===== src/rtl/mix_engine.sv =====
// mix_engine: iterative N-lane, W-bit state mixer. One mixing stage runs per
// clock. A run of `iters` blocks is launched from IDLE, reported by busy while
// running, and finished by a single-cycle done pulse.
//
// Handshake: load and start are level-sampled on the rising clock edge and
// are acted on only while the engine is in IDLE. A start in RUN or FIN is
// dropped, not queued. The engine has no ready output. The caller treats a
// sampled start as accepted whenever the engine was idle at that edge.
module mix_engine #(
    parameter int W      = 32,
    parameter int N      = 8,
    parameter int ROUNDS = 3,
    parameter int IW     = 16
) (
    input  logic                 clk,
    input  logic                 rst_n,
    input  logic                 load,
    input  logic [$clog2(N)-1:0] seed_lane,
    input  logic [W-1:0]         seed_data,
    input  logic                 start,
    input  logic [IW-1:0]        iters,
    input  logic [$clog2(N)-1:0] rd_lane,
    output logic [W-1:0]         rd_data,
    output logic                 busy,
    output logic                 done,
    output logic [1:0]           dbg_state_o
);

    localparam int LW = $clog2(N);
    localparam int S  = 5 + 2 * ROUNDS;
    localparam int SW = $clog2(S);

    localparam logic [1:0] ST_IDLE = 2'd0;
    localparam logic [1:0] ST_RUN  = 2'd1;
    localparam logic [1:0] ST_FIN  = 2'd2;

    localparam logic [2:0] OP_P0   = 3'd0;
    localparam logic [2:0] OP_P1   = 3'd1;
    localparam logic [2:0] OP_MIX  = 3'd2;
    localparam logic [2:0] OP_XOR  = 3'd3;
    localparam logic [2:0] OP_SHR  = 3'd4;
    localparam logic [2:0] OP_FOLD = 3'd5;
    localparam logic [2:0] OP_MUL  = 3'd6;

    logic [W-1:0]  x_q [N];
    logic [W-1:0]  x_d [N];
    logic [W-1:0]  mix_v [N];
    logic [1:0]    state_q, state_d;
    logic [SW-1:0] stage_q, stage_d;
    logic [IW-1:0] block_q, block_d;
    logic [IW-1:0] iters_q, iters_d;
    logic [2:0]    op;

    // Map the stage counter onto an operation. The MIX/XOR pairs fill stages
    // 2 .. S-4, with MIX on the even stages. With ROUNDS=0 that range is empty.
    always_comb begin
        if (stage_q == SW'(0))          op = OP_P0;
        else if (stage_q == SW'(1))     op = OP_P1;
        else if (stage_q == SW'(S - 3)) op = OP_SHR;
        else if (stage_q == SW'(S - 2)) op = OP_FOLD;
        else if (stage_q == SW'(S - 1)) op = OP_MUL;
        else if (stage_q[0] == 1'b0)    op = OP_MIX;
        else                            op = OP_XOR;
    end

    // In-place lane chain: lane i reads lanes < i already updated this stage
    // and lanes >= i still holding their registered values.
    always_comb begin
        for (int i = 0; i < N; i++) mix_v[i] = x_q[i];
        for (int i = 0; i < N; i++) begin
            case (op)
                OP_P0:   mix_v[i] = mix_v[i] + W'(i);
                OP_P1:   mix_v[i] = mix_v[i] + mix_v[LW'((i + N - 1) % N)];
                OP_MIX:  mix_v[i] = mix_v[i] + mix_v[LW'((i + 1) % N)]
                                    - mix_v[LW'((i + N - 3) % N)];
                OP_XOR:  mix_v[i] = mix_v[i] ^ (mix_v[LW'((i + 3) % N)] << (W / 2));
                OP_SHR:  mix_v[i] = mix_v[i] - (mix_v[LW'((i + 2) % N)] >> (W / 2 + 1))
                                    + (mix_v[LW'((i + 4) % N)] >> (3 * W / 8));
                OP_FOLD: mix_v[i] = mix_v[i] + mix_v[LW'((i + N - 1) % N)]
                                    - mix_v[LW'((i + N - 2) % N)];
                OP_MUL:  mix_v[i] = mix_v[i] * W'(2 * i + 3) + W'(i);
                default: mix_v[i] = mix_v[i];
            endcase
        end
    end

    // Next-state logic: seeding and launch in IDLE, stage/block stepping in
    // RUN, a single pass through FIN back to IDLE.
    always_comb begin
        state_d = state_q;
        stage_d = stage_q;
        block_d = block_q;
        iters_d = iters_q;
        for (int i = 0; i < N; i++) x_d[i] = x_q[i];
        case (state_q)
            ST_IDLE: begin
                if (load) begin
                    for (int i = 0; i < N; i++) begin
                        if (seed_lane == LW'(i)) x_d[i] = seed_data;
                    end
                end
                if (start) begin
                    iters_d = iters;
                    stage_d = '0;
                    block_d = '0;
                    state_d = (iters == '0) ? ST_FIN : ST_RUN;
                end
            end
            ST_RUN: begin
                for (int i = 0; i < N; i++) x_d[i] = mix_v[i];
                if (stage_q == SW'(S - 1)) begin
                    stage_d = '0;
                    block_d = block_q + IW'(1);
                    if (block_q + IW'(1) == iters_q) state_d = ST_FIN;
                end else begin
                    stage_d = stage_q + SW'(1);
                end
            end
            ST_FIN:  state_d = ST_IDLE;
            default: state_d = ST_IDLE;
        endcase
    end

    // State registers. Reset abandons any run and restores x[i] = i.
    always_ff @(posedge clk) begin
        if (!rst_n) begin
            for (int i = 0; i < N; i++) x_q[i] <= W'(i);
            state_q <= ST_IDLE;
            stage_q <= '0;
            block_q <= '0;
            iters_q <= '0;
        end else begin
            for (int i = 0; i < N; i++) x_q[i] <= x_d[i];
            state_q <= state_d;
            stage_q <= stage_d;
            block_q <= block_d;
            iters_q <= iters_d;
        end
    end

    // Lane read mux, built as a match loop so it also works when N is not a
    // power of two.
    always_comb begin
        rd_data = '0;
        for (int i = 0; i < N; i++) begin
            if (rd_lane == LW'(i)) rd_data = x_q[i];
        end
    end

    assign busy        = (state_q == ST_RUN);
    assign done        = (state_q == ST_FIN);
    assign dbg_state_o = state_q;

endmodule


===== config.mk =====
export PLATFORM = sky130hd
export DESIGN_NAME = mix_engine
export DESIGN_NICKNAME = d
export VERILOG_FILES = /design/src/rtl/mix_engine.sv
export SDC_FILE = /design/constraint.sdc
export NUM_CORES = 2
export LEC_CHECK = 0
export ABC_AREA = 1
export BUFFER_PORTS_ARGS = -buffer_cell sky130_fd_sc_hd__buf_2
export CAP_MARGIN = 30
export CORE_MARGIN = 2
export CORE_UTILIZATION = 40
export CTS_CLUSTER_DIAMETER = 50
export DETAILED_ROUTE_END_ITERATION = 10
export SLEW_MARGIN = 20
export SYNTH_ARGS = -nofsm -noshare
export SYNTH_HDL_FRONTEND = slang
export SYNTH_SLANG_ARGS = --single-unit

===== constraint.sdc =====
create_clock -name clk -period 31.9 [get_ports clk]
set_input_delay 6.38 -clock clk [delete_from_list [all_inputs] [get_ports clk]]
set_output_delay 6.38 -clock clk [all_outputs]
set_load 0.01 [all_outputs]

==> results.md <==
- Status: complete, no violations
- Gate count after technology mapping: 8387
- Post-synthesis cell type count: 74
- Avg Cell Area, Syn: 6.501 um2
- Die outline area: 139300 um2
- Fin. max-slew vios: 0
- Overall power consumption: 4.336 mW
- Cell area reported after detailed placement: 57510 um2
- Placed wire-length estimate: roughly 230000 um
- Final Hold Violating Endpoints: 0
- Wire length of the first global-routing pass: 410000 um
- Classification of the worst-slack hold path: register to register
- Number of buffers created by CTS: between 70 and 80
- Post-layout instance count excluding filler cells: ~10k
- Power Dens Cells: 71.81 nW/um2
- Clock root buffer: clkbuf_16
- Router iterations before antenna repair: 9
- Global-route usage over all layers: ~40%
- Final Setup Violations: 0
- Floorplan die height: 373.2 um
- Placement Setup Slack: 16.04 ns
- Signed area change from the synthesized netlist to the final layout: 10.75%
- Yosys reg bits: 294
- Vias in the first global route: 57.29k
- Initial antenna violation count: 42
- Transition time at the pin with the least slew margin: approximately 1.2 ns
- Final Cycle Share: about half
- Clock latency of the later-clocked register in the worst-skew pair: 0.73 ns
- Max_cap viols: 0
- Count of input and output buffers: 93
- Crit path setup slack, layout: between 15 and 20 ns
- Buffers inserted by post-CTS timing repair: 0
- Top-area cell type share of the netlist area: 19.94%
- I/O Pins: 94
- Post-synthesis cell type with the largest combined area: ha_1
- Setup Total Neg Slack: 0 ns
- Data required time at the worst endpoint: 25.52 ns
- Sequential cell area fraction in the yosys report: 10.80%
- Category of the worst setup path capture point: output port
- Number of design rule violations left after detail routing: 0
- Arrival time worst endpoint: just under 10 ns
- Critical path fanouts, max: 21
- Maximum number of pins on one net before global-route repair: ~90
- Share of synthesized flip-flops with an asynchronous set or reset: 0%
- H-tree lvl count: 3
- Setup repair after global routing missed its margin: no
- Post_cts resized: 0
- Worst setup path category: input pin to output port
- R2r startpoint: stage_q[2]$_SDFFE_PN0P_
- Reg2Reg Setup Slack: 16.11 ns
- Via count: 63.19k
- Inst Count DP: between 10k and 15k
- Final ANT Viol Nets: 0
- Max transition margin: 21.37%
- List of most frequent post-synthesis cells: nand2_1 (1553), inv_1 (1160), a21oi_1 (933), ha_1 (869), o21ai_0 (829)
- Post-layout nets: 9574
- Design Area, Final: 60380 um2
- Wire per inst: 28.21 um
- Post-synth EDFFs: 0
- Hold Path Sink: block_q[12]$_SDFFE_PN0P_
- Number of design-rule violations left by the first detailed-router iteration: 7739
- Layout cells sized above 1: a little over 7%
- CTS sink count: 294
- Main flop type after synthesis: dfxtp_1
- Number of cells on the worst reg-to-reg path: 72
- Min Clock Period, post-route: 16.08 ns
- Count of hold-fix buffers inserted at cts: 0
- Post-synth net total: 9494
- Worst hold stages: 2
- Standard-cell row count: 135
- Leading cell types by total area after synthesis: ha_1 (20%), dfxtp_1 (11%), nand2_1 (11%)
- Maximum clock skew at final layout: 0.06234 ns
- Worst VDD drop: 0.04240 mV
- Horizontal die dimension: 373.2 um
- RePlAce Congestion: 1.089
- Area of the mapped netlist: about 55000 um2
- Total wire length: between 200000 and 300000 um
- Final cell utilization of the core: 44.63%
- Remaining global-route overflow: 0
- Static leakage: 29.62 nW
- HP Start: block_q[12]$_SDFFE_PN0P_
- Longest Clk Path Bufs: 3
- Clock Pin Slew Worst Setup and Hold Paths: 0.05 ns
- Initial Utilization: 40.30%
- Capture instance of the worst register-to-register path: x_q[1][31]$_SDFFE_PN0P_
- Most common cell in the netlist: nand2_1
- Detail-routed via count per cell: between 6 and 7
- Crit start category: input pin
- Tightest hold margin: 0.4646 ns
- Number of filler cells placed in the layout: 14.20k
- Placeable Area: between 100000 and 150000 um2
- Number of warnings reported in the yosys synthesis log: 0
- TritonCTS clock tree: done
- Highest clock frequency the design can meet: 0.06221 GHz
worst max-delay path, cell delays in order:
cell,delay (ns)
buf_2,0.18
nor2_1,0.71
nand2_1,0.80
o22ai_1,0.41
a221oi_1,0.08
o21ai_0,0.32
a2111oi_0,0.24
a21oi_1,0.36
buf_2,0.21
cells by family after synthesis:
kind of cell,after synthesis,synth area share (%)
compound gates,2581,26.89
xor+xnor,259,4.161
fa+ha+maj,1049,26.55
buf+inv,1431,9.992
flops,294,10.80
simple gates,2773,21.61
how the worst max path moves through the flow:
stage / from / end / slack [ns]
after global routing: stage_q[2]$_SDFFE_PN0P_ / x_q[1][31]$_SDFFE_PN0P_ / 15.32
after floorplan: rd_lane[0] / rd_data[27] / 17.64
final: rd_lane[0] / rd_data[27] / 15.82
after detailed placement: rd_lane[0] / rd_data[27] / 16.04
after global placement: rd_lane[0] / rd_data[29] / 15.98
after CTS: rd_lane[0] / rd_data[27] / 16.02
report_power, final:
| part | internal (mW) | switching (mW) |
|---|---|---|
| Sequential | 0.415 | 0.153 |
| Clock | 0.559 | 0.314 |
| Combinational | 0.931 | 1.96 |
| Total | 1.91 | 2.43 |
sequential cells by signal (all words and copies together), names as in the netlist, named ones only:
| signal | cells |
|---|---|
| block_q | 16 |
| x_q | 255 |
| dbg_state_o | 2 |
| iters_q | 16 |
| stage_q | 4 |
metal layers:
layer	GRT usage [%]	wire (um)	vias up
li1	-	-	29079
met2	59.35	119100	3436
met1	51.60	118900	29804
met5	0	224	-
met3	11.35	31420	834
met4	25.70	21680	36
placed cells by master (no fill, tap or decap), types with 180 or more instances in the layout:
cell type,count
nand2_1,1543
inv_1,1155
a21oi_1,929
ha_1,869
o21ai_0,816
nor2_1,513
nand3_1,352
dfxtp_1,294
a31oi_1,266
xor2_1,188
fa_1,180
layout make-up:
cell class,count,area (um2),share of cell area (%)
multi-input cells,6662,43310,71.72
well taps,1781,2228,3.690
flip-flops and latches,294,5886,9.747
inverters,1190,4473,7.408
clock buffers,91,2059,3.411
clock inverters,50,728.2,1.206
repair buffers,243,1660,2.750
diodes,17,42.54,0.07045
Power figures use the tool's default switching activity.
